==> src/rtl/alu_pkg.sv <==
// Shared definitions for the alu operand/sequencing stage and the alu itself:
// sequencer state encoding and default datapath widths.
package alu_pkg;

    localparam int unsigned ALU_WIDTH = 8;
    localparam int unsigned ALU_OPW   = 4;
    localparam int unsigned ALU_NREGS = 4;

    // 2'd3 is unused and steers back to ST_IDLE.
    typedef enum logic [1:0] {
        ST_IDLE = 2'd0,
        ST_EXEC = 2'd1,
        ST_WB   = 2'd2
    } state_e;

endpackage

==> src/rtl/alu_regbank.sv <==
// NREGS x WIDTH register bank: two combinational read ports, one synchronous write port.
// With ALU_CTRL_DBG_PORT_EN defined a third read port feeds the debug output.
module alu_regbank
    import alu_pkg::*;
#(
    parameter int unsigned WIDTH = ALU_WIDTH,
    parameter int unsigned NREGS = ALU_NREGS,
    localparam int unsigned AW   = $clog2(NREGS)
) (
    input  logic             clk,
    input  logic             rst,
    input  logic             we,
    input  logic [AW-1:0]    waddr,
    input  logic [WIDTH-1:0] wdata,
    input  logic [AW-1:0]    raddr_a,
    output logic [WIDTH-1:0] rdata_a,
    input  logic [AW-1:0]    raddr_b,
    output logic [WIDTH-1:0] rdata_b
`ifdef ALU_CTRL_DBG_PORT_EN
    ,
    input  logic [AW-1:0]    raddr_dbg,
    output logic [WIDTH-1:0] rdata_dbg
`endif
);

    logic [WIDTH-1:0] regs [NREGS];

    // Reset wins over a pending write, so an aborted instruction leaves no trace.
    always_ff @(posedge clk) begin
        if (rst) begin
            for (int i = 0; i < int'(NREGS); i++) begin
                regs[i] <= '0;
            end
        end else if (we) begin
            regs[waddr] <= wdata;
        end
    end

    assign rdata_a = regs[raddr_a];
    assign rdata_b = regs[raddr_b];

`ifdef ALU_CTRL_DBG_PORT_EN
    assign rdata_dbg = regs[raddr_dbg];
`endif

endmodule

==> src/rtl/alu_ctrl.sv <==
// Operand/sequencing stage in front of the 8-bit alu: IDLE -> EXEC -> WB per instruction.
// Optional debug read port enabled by defining ALU_CTRL_DBG_PORT_EN.
module alu_ctrl
    import alu_pkg::*;
#(
    parameter int unsigned WIDTH = ALU_WIDTH,
    parameter int unsigned NREGS = ALU_NREGS,
    parameter int unsigned OPW   = ALU_OPW,
    localparam int unsigned AW   = $clog2(NREGS)
) (
    input  logic             clk,
    input  logic             rst,
    input  logic             in_valid,
    output logic             in_ready,
    input  logic [OPW-1:0]   in_opcode,
    input  logic [AW-1:0]    in_rd,
    input  logic [AW-1:0]    in_rs,
    input  logic [WIDTH-1:0] in_imm,
    input  logic             in_use_imm,
    output logic [WIDTH-1:0] alu_a,
    output logic [WIDTH-1:0] alu_b,
    output logic [OPW-1:0]   alu_opcode,
    input  logic [WIDTH-1:0] alu_resultado,
    input  logic             alu_zero,
    output logic             res_valid,
    output logic [WIDTH-1:0] res_data,
    output logic             res_zero,
    output logic [AW-1:0]    res_rd,
    output logic             busy
`ifdef ALU_CTRL_DBG_PORT_EN
    ,
    input  logic [AW-1:0]    dbg_addr,
    output logic [WIDTH-1:0] dbg_data
`endif
);

    state_e           state;
    logic [AW-1:0]    rd_q;
    logic [WIDTH-1:0] rdata_a;
    logic [WIDTH-1:0] rdata_b;
    logic             wr_en_c;

    // Writeback happens on the EXEC -> WB edge, after a full cycle of alu settling.
    assign wr_en_c = (state == ST_EXEC);

    alu_regbank #(
        .WIDTH (WIDTH),
        .NREGS (NREGS)
    ) u_regbank (
        .clk       (clk),
        .rst       (rst),
        .we        (wr_en_c),
        .waddr     (rd_q),
        .wdata     (alu_resultado),
        .raddr_a   (in_rd),
        .rdata_a   (rdata_a),
        .raddr_b   (in_rs),
        .rdata_b   (rdata_b)
`ifdef ALU_CTRL_DBG_PORT_EN
        ,
        .raddr_dbg (dbg_addr),
        .rdata_dbg (dbg_data)
`endif
    );

    // Sequencer; in_ready/busy are registered copies of the next-state decode.
    always_ff @(posedge clk) begin
        if (rst) begin
            state      <= ST_IDLE;
            in_ready   <= 1'b1;
            busy       <= 1'b0;
            alu_a      <= '0;
            alu_b      <= '0;
            alu_opcode <= '0;
            rd_q       <= '0;
            res_valid  <= 1'b0;
            res_data   <= '0;
            res_zero   <= 1'b0;
            res_rd     <= '0;
        end else begin
            res_valid <= 1'b0;
            case (state)
                ST_IDLE: begin
                    if (in_valid && in_ready) begin
                        alu_a      <= rdata_a;
                        alu_b      <= in_use_imm ? in_imm : rdata_b;
                        alu_opcode <= in_opcode;
                        rd_q       <= in_rd;
                        state      <= ST_EXEC;
                        in_ready   <= 1'b0;
                        busy       <= 1'b1;
                    end
                end
                ST_EXEC: begin
                    res_data  <= alu_resultado;
                    res_zero  <= alu_zero;
                    res_rd    <= rd_q;
                    res_valid <= 1'b1;
                    state     <= ST_WB;
                end
                ST_WB: begin
                    state    <= ST_IDLE;
                    in_ready <= 1'b1;
                    busy     <= 1'b0;
                end
                default: begin
                    state    <= ST_IDLE;
                    in_ready <= 1'b1;
                    busy     <= 1'b0;
                end
            endcase
        end
    end

endmodule

==> config.mk <==
export PLATFORM = sky130hd
export DESIGN_NAME = alu_ctrl
export DESIGN_NICKNAME = d
export VERILOG_FILES = /design/src/rtl/alu_pkg.sv /design/src/rtl/alu_regbank.sv /design/src/rtl/alu_ctrl.sv
export SDC_FILE = /design/constraint.sdc
export NUM_CORES = 1
export LEC_CHECK = 0
export CAP_MARGIN = 20
export CORE_MARGIN = 1
export CORE_UTILIZATION = 51
export DETAILED_ROUTE_END_ITERATION = 7
export PLACE_DENSITY = 0.87
export SLEW_MARGIN = 20
export SYNTH_ARGS = -nofsm -noshare
export SYNTH_HDL_FRONTEND = slang
export SYNTH_HIERARCHICAL = 1
export SYNTH_SLANG_ARGS = --single-unit
export TNS_END_PERCENT = 1
==> constraint.sdc <==
create_clock -name clk -period 1.9 [get_ports clk]
set_input_delay 0.38 -clock clk [delete_from_list [all_inputs] [get_ports clk]]
set_output_delay 0.38 -clock clk [all_outputs]
set_load 0.01 [all_outputs]
After elaboration in Yosys (flattened, before gate mapping)
Memories as Yosys holds them, arrays and structs flattened. A register that Yosys moved wholly into a read port is not among the register bits.
Index checks and enable logic that the tools add are counted.

storage, ports and cells
  memory bits (writable) = 32
  memories = 1
  logic and storage cells = 34
  bits of input ports = 29
  register bits after elaboration = 30

memories
  memory          depth  bits a word  rd ports  clocked after memory_dff  write ports  line               text
  u_regbank.regs  4      8            2         1                         4            alu_regbank.sv:26  logic [WIDTH-1:0] regs [NREGS];

operators by class
  reductions and logical operators = 5
  equality and inequality tests = 2
  muxes and demuxes = 15
  bitwise gates (word level) = 1

operators by type and width
  cell                                                              count
  8-bit 2-to-1 mux                                                  2
  1-bit 2-to-1 mux                                                  8
  8-bit OR reduction                                                1
  2-bit 2-to-1 mux                                                  2
  1-bit one-hot mux with 2 select lines                             2
  2-bit one-hot mux with 2 select lines                             1
  2-bit AND reduction                                               2
  2-bit by 1-bit == test with 1-bit output (second input constant)  1
  2-bit logical NOT                                                 1
  2-bit inequality test (second input constant)                     1
  1-bit logical AND                                                 1
  1-bit inverter                                                    1

Longest topological paths before layout
Gate-level depths: netlist (run 1).

  word-level depth = 6
  mapped depth = 5
  depth with buffers taken out = 4

Modules after synthesis
Netlist (run 1), hierarchy kept.

modules (own cells, without submodules)
  module       instances  cells each  sequential area each (sq um)  area each (sq um)
  alu_regbank  1          94          960.9                         1671.6
  alu_ctrl     1          160         760.7                         1435.1

Least setup slack after synthesis (run 1)
Ideal clock, no wire load.

  path kind = flip-flop to flip-flop
  start point = register state[1]
  end point = memory u_regbank/regs[2][0] (netlist name) (enable)
  period minus slack after synthesis = 1.649 ns
  data arrival time = 1.275 ns
  stages on the path, launching flop included = 6
  required time = 1.525 ns
  slack = 0.251 ns
  setup time = 0.375 ns
  cell sequence = dfxtp_1 -> nand2b_1 -> inv_1 -> buf_4 -> nand2b_1 -> o21bai_1

RTL lines
  what                    line               text
  from (decl)             alu_ctrl.sv:37     state_e state;
  from (signal assigned)  alu_ctrl.sv:69     state <= ST_IDLE;
  from (signal assigned)  alu_ctrl.sv:89     state <= ST_EXEC;
  from (signal assigned)  alu_ctrl.sv:99     state <= ST_WB;
  to (decl)               alu_regbank.sv:26

Worst setup path in the final report (run 1)
  start point = input in_rs[0]
  end point = register alu_b[4]

on the way
  cells in the longest elaborated chain, start to end = 2

ends and longest elaborated chain
  what                  line            text
  from (decl)           alu_ctrl.sv:17  input logic [AW-1:0] in_rs,
  memory 4 x 8 bit      --
  net rdata_b[4]        alu_ctrl.sv:40  logic [WIDTH-1:0] rdata_b;
  8-bit 2-to-1 mux      alu_ctrl.sv:86  alu_b <= in_use_imm ? in_imm : rdata_b;
  to (signal assigned)  alu_ctrl.sv:86
  to (decl)             alu_ctrl.sv:21  output logic [WIDTH-1:0] alu_b,

The timed path passes the listed nets, and every way through them passes these cells.
A chain may end at the register's enable or synchronous reset.

==> results of run 1 <==
==> registers in the layout (all words and copies together) (netlist names) <==
signal,count
u_regbank/regs,32
alu_a,8
alu_b,8
res_data,8
alu_opcode,4
rd_q,2
res_rd,2
state,2
busy,1
in_ready,1
res_valid,1
res_zero,1
==> placed cells by master (no fill, tap or decap), drive strengths merged, types with 4 or more instances in the layout <==
master and instances:
a211oi 8, a21oi 26, and2 32, buf 12, clkbuf 10, clkdlybuf4s50 61
clkinv 5, dfxtp 38, edfxtp 32, mux2i 8, mux4 16, nand2 50
nand2b 4, nor2 11
==> synthesized netlist by cell type <==
master     count
and2_2         8
nor2_1        11
buf_2          3
dfxtp_1       38
clkbuf_2       4
nor4b_4        1
buf_6          3
clkbuf_8       1
nand4bb_1      1
buf_4          3
nand2_1       50
o21bai_1       2
clkbuf_1       2
a31o_2         2
edfxtp_1      32
a211o_1        1
mux2i_1        8
inv_1          2
and2b_2        1
and4bb_1       1
a211oi_2       8
and2_1        24
and4bb_4       2
a21oi_1       26
nand2b_1       4
mux4_2        16
==> final timing paths <==
path	to	slack, ns	cells past startpoint
worst max-delay path	alu_b[4]	0.13	5
worst min-delay path	res_data[1]	0.42	2
worst max register to register	u_regbank/regs[0][3]	0.30	4
worst min register to register	res_zero	0.46	2
==> logic make-up after synthesis <==
family | after synthesis | synth area share
and+or+nand+nor | 103 | 0.178
DFF | 70 | 0.554
AOI/OAI and AO/OA | 39 | 0.0874
muxes | 24 | 0.142
buffers and inverters | 18 | 0.0387
==> power groups by stage <==
| stage | clock network [mW] | registers (mW) | logic [mW] |
|---|---|---|---|
| floorplan | 0 | 1.76 | 0.256 |
| global placement | 0 | 1.74 | 0.478 |
| detailed placement | 0 | 1.75 | 0.494 |
| CTS | 1.12 | 1.72 | 0.502 |
| global route | 1.17 | 1.73 | 0.538 |
| finish | 1.10 | 1.72 | 0.499 |
==> final cells by class <==
type	instances	area share
multi-input combinational	166	0.316
inverter	2	0.00187
tap	75	0.0234
clock inverter	6	0.00874
clock buffer	10	0.0372
timing repair buffer	73	0.184
sequential	70	0.430
==> worst register-to-register path, cell delays in order (launching register included) <==
cell      delay [ns]
dfxtp_1         0.35
nand2b_1        0.19
inv_1           0.27
nor4b_4         0.45
and2_2          0.22
==> metal layers <==
metal,up-vias,global-route usage
met2,68,0.390
li1,1040,-
met4,0,0.102
met5,-,0
met1,1028,0.259
met3,14,0.0682
==> impl_metrics.tcl, run 1 <==
set metrics [dict create \
    post-place-ws_ns -0.0714 \
    clock_sinks 70 \
    max-clock-path-buffers 2 \
    fin_util 0.681 \
    grt_pass1_wl_mm 10.6 \
    yosys_warnings 6 \
    start_kind "input port" \
    hold_buffers 0 \
    synth_seq_cells 70 \
    grt_start_max_net_pins 32 \
    cp_max_fo 8 \
    grt_overflow 0 \
    drtIter0Drc 92 \
    min_path_type "in2reg" \
    root_buffer "clkbuf_8" \
    die_y_um 80.1 \
    ys_top_cells_by_area "edfxtp_1 (31%), dfxtp_1 (24%), mux4_2 (12%), nand2_1 (6.0%), and2_1 (4.8%)" \
    ir_worst_vdd_v 0.000393 \
    path_delay_family "multiplexers" \
    top_layer "met4" \
    area_growth_pct 29.0 \
    p_sw_uw 836 \
    setup_viol 0 \
    cpPeakStageDelay_ns 0.51 \
    finClkSkew_ns 0.0120 \
    critPathArrivalTime_ns 1.97 \
    internal_power_mw 2.48 \
    end_kind "flip-flop" \
    core_um2 5890 \
    ys_seq_area_frac 0.554 \
    ant_nets 0 \
    critPathLaunch "in_rs[0]" \
    outcome "finished clean" \
    placedCellCount 386 \
    slowest_stage "clkdlybuf4s50_1" \
    nNetsFinal 351 \
    cts_tree "done" \
    hold_start "rst" \
    clkTransAtPathRegs_ns 0.08 \
    die_area_um2 6410 \
    port_buffers 62 \
    antenna_found_initial 0 \
    slew_viol_final 0 \
    grt_pass1_vias 2176 \
    whs_ns 0.417 \
    placed_area_um2 3820 \
    synthDistinctLibCells 26 \
    yosys.area.top_type "edfxtp_1" \
    syn-cell-area_um2 3110 \
    fp.dieW_um 80.1 \
    n_fill_cell 407 \
    synthCells 254 \
    cts_setup_buffers 0 \
    leakage_nw 1.45 \
    hold_viol 0 \
    final.period_utilization 0.930 \
    ctsResizeCount 0 \
    via_per_inst 5.35 \
    initial_core_util 0.528 \
    power_density_nw_per_um2 827 \
    drc 0 \
    pwr-share-clk 0.331 \
    htree_num_levels 3 \
    netlist.area_leader.share 0.309 \
    fin_ws_ns 0.132 \
    first_pass_iters 4 \
    worstSetupPathType "in2reg" \
    path_buf_inv 2 \
    stdcell_count 402 \
    maxCapViolations 0 \
    rsz0062_at_grt "no" \
    gp_congestion 0.707 \
    cp_cell_sequence "clkdlybuf4s50_1 > buf_12 > mux4_2 > mux2i_1 > a211oi_2" \
    track_usage 0.227 \
    cts_buffers 9 \
    seqPwrFrac 0.518 \
    reg2reg_from "state[1]" \
    fin_tns_setup_ns 0 \
    power_frac_comb 0.151 \
    wl_per_cell_um 16.4 \
    slew_headroom 0.710 \
    fin_crit_ns 1.77 \
    multi_input_area_um2 1260 \
    drive_above_1_share 0.199 \
    worstPathRequired_ns 2.10 \
    clock_latency_ns 0.34 \
    fin_area_um2 4010 \
    p_sw_frac 0.252 \
    vias 2150 \
    met1Wirelength_mm 2.79 \
    wl_met3_um 292 \
    synth_nets 283 \
    dr_wl_met2_mm 3.34 \
    totalPowerFinal_mw 3.32 \
    pin_count 63 \
    worst_pin_slew_ns 0.433 \
    regArea_um2 1720 \
    row_count 28 \
    avgSynthCellArea_um2 12.2 \
    n_antenna_cell 0 \
    dp_hpwl_mm 4.66 \
    routed_wirelength_mm 6.57 \
    max_freq_ghz 0.566 \
]
(Power assumes the default switching activity.)
==> inputs of run 2 (changes only) <==
--- a/config.mk
+++ b/config.mk
@@ -9,6 +9,7 @@
 export CORE_MARGIN = 1
 export CORE_UTILIZATION = 51
 export DETAILED_ROUTE_END_ITERATION = 7
+export GPL_TIMING_DRIVEN = 0
 export PLACE_DENSITY = 0.87
 export SLEW_MARGIN = 20
 export SYNTH_ARGS = -nofsm -noshare
==> run 2 against run 1 <==
Net effect:
- sequential power about the same
- flip-flop and latch count is the same
- setup slack worse by 0.027 ns
- routed wire length down 2.4%
- critical path depth did not move
- die area unchanged
- critical path type is now reg2reg
- highest routed layer unchanged
==> impl_metrics.tcl, run 2 (synthesis results as in run 1) <==
set metrics [dict create \
    outcome "finished clean" \
    root_buffer "clkbuf_8" \
    routed_wirelength_mm 6.41 \
    grt_start_max_net_pins 17 \
    cp_cell_sequence "nand2b_1 > inv_1 > buf_4 > nand2b_1 > o21bai_2" \
    row_count 28 \
    p_sw_frac 0.230 \
    core_um2 5890 \
    p_sw_uw 794 \
    power_frac_comb 0.142 \
    pin_count 63 \
    max_freq_ghz 0.557 \
    clock_sinks 70 \
    fp.dieW_um 80.1 \
    hold_buffers 0 \
    grt_pass1_vias 2231 \
    placedCellCount 388 \
    worstPathRequired_ns 1.88 \
    pwr-share-clk 0.360 \
    maxCapViolations 0 \
    drtIter0Drc 155 \
    finClkSkew_ns 0.00694 \
    slowest_stage "o21bai_2" \
    htree_num_levels 3 \
    worst_pin_slew_ns 0.529 \
    clock_latency_ns 0.34 \
    rsz0062_at_grt "yes" \
    ir_worst_vdd_v 0.000495 \
    min_path_type "reg2reg" \
    grt_pass1_wl_mm 10.6 \
    antenna_found_initial 0 \
    fin_area_um2 4000 \
    start_kind "flip-flop" \
    nNetsFinal 353 \
    vias 2176 \
    wl_per_cell_um 15.9 \
    dp_hpwl_mm 4.89 \
    area_growth_pct 28.8 \
    totalPowerFinal_mw 3.45 \
    setup_viol 0 \
    stdcell_count 404 \
    layout_commonest_cell "clkdlybuf4s50_1" \
    slew_viol_final 0 \
    clkTransAtPathRegs_ns 0.07 \
    drc 0 \
    cpPeakStageDelay_ns 0.39 \
    fin_ws_ns 0.106 \
    placed_area_um2 3790 \
    fin_crit_ns 1.79 \
    post-place-ws_ns -0.243 \
    drive_above_1_share 0.201 \
    fin_util 0.680 \
    port_buffers 59 \
    die_y_um 80.1 \
    power_density_nw_per_um2 861 \
    internal_power_mw 2.65 \
    n_antenna_cell 0 \
    via_per_inst 5.39 \
    gp_congestion 0.707 \
    final_cell_mix "clkdlybuf4s50_1 (59), nand2_1 (50), dfxtp_1 (38)" \
    ant_nets 0 \
    max-clock-path-buffers 2 \
    cpMostUsedCell "nand2b_1" \
    leakage_nw 1.46 \
    top_register "u_regbank/regs" \
    grt_overflow 0 \
    cts_tree "done" \
    seqPwrFrac 0.498 \
    end_kind "flip-flop" \
    cp_max_fo 16 \
    slew_headroom 0.648 \
    initial_core_util 0.528 \
    critPathArrivalTime_ns 1.78 \
    first_pass_iters 4 \
    rrSetupSlack_ns 0.11 \
    final.period_utilization 0.944 \
    track_usage 0.226 \
    hold_viol 0 \
    cts_buffers 9 \
    largest_reg_flops 32 \
    die_area_um2 6410 \
    worstSetupPathType "reg2reg" \
]
==> run 2: changes by cell type in the layout (fill, tap and decap cells not counted), sizes merged <==
cell | before | now
clkinv | 5 | 4
clkbuf | 10 | 17
clkdlybuf4s50 | 61 | 59
buf | 12 | 9
clkinvlp | 1 | 0
bufinv | 0 | 2
==> run 2: cell type report <==
type	instances	area, um2
Fill cell	414	1880
Sequential cell	70	1720
Multi-Input combinational cell	166	1270
Timing Repair Buffer	59	591
Clock buffer	10	128
Buffer	16	113
Tap cell	75	93.8
Clock inverter	6	76.3
Inverter	2	7.51
==> run 2: through the flow <==
stage               setup TNS, ns  hold WS (ns)
global placement            -2.42         0.442
floorplan                       0         0.448
finish                          0         0.454
detailed placement          -4.05         0.447
global route               -0.499         0.476
CTS                             0         0.457
==> run 2: worst max-delay path, delay by kind of cell (launching register included) <==
kind,cells,cell delay (ns)
AOI/OAI and AO/OA,1,0.39
and+or+nand+nor,2,0.37
DFF,1,0.35
buffers and inverters,2,0.34
==> run 2: timing repair <==
item,CTS,global route
setup endpoints to repair,16,16
pin swaps,0,0
buffers inserted,0,0
gates resized for setup,2,0
==> run 2: path summary, 6_finish.rpt <==
check                              start  depth (start not counted)                   end
worst max-delay path            state[1]                          5  u_regbank/regs[0][0]
worst min-delay path            alu_a[6]                          2              alu_a[6]
worst max register to register  state[1]                          5  u_regbank/regs[0][0]
worst min register to register  alu_a[6]                          2              alu_a[6]
==> run 2: power groups by stage <==
| stage | combinational, mW | clock, mW | sequential [mW] |
|---|---|---|---|
| after CTS | 0.492 | 1.26 | 1.72 |
| final | 0.489 | 1.24 | 1.72 |
| after global routing | 0.534 | 1.33 | 1.72 |
| after detailed placement | 0.488 | 0 | 1.75 |
| after floorplan | 0.256 | 0 | 1.76 |
| after global placement | 0.472 | 0 | 1.74 |
==> run 2: metal layers <==
metal	up-vias	GRT usage	part of all wire
met1	1039	0.273	0.42
met2	83	0.385	0.50
met4	0	0.107	0.019
met3	11	0.0455	0.054
li1	1043	-	-
met5	-	0	0
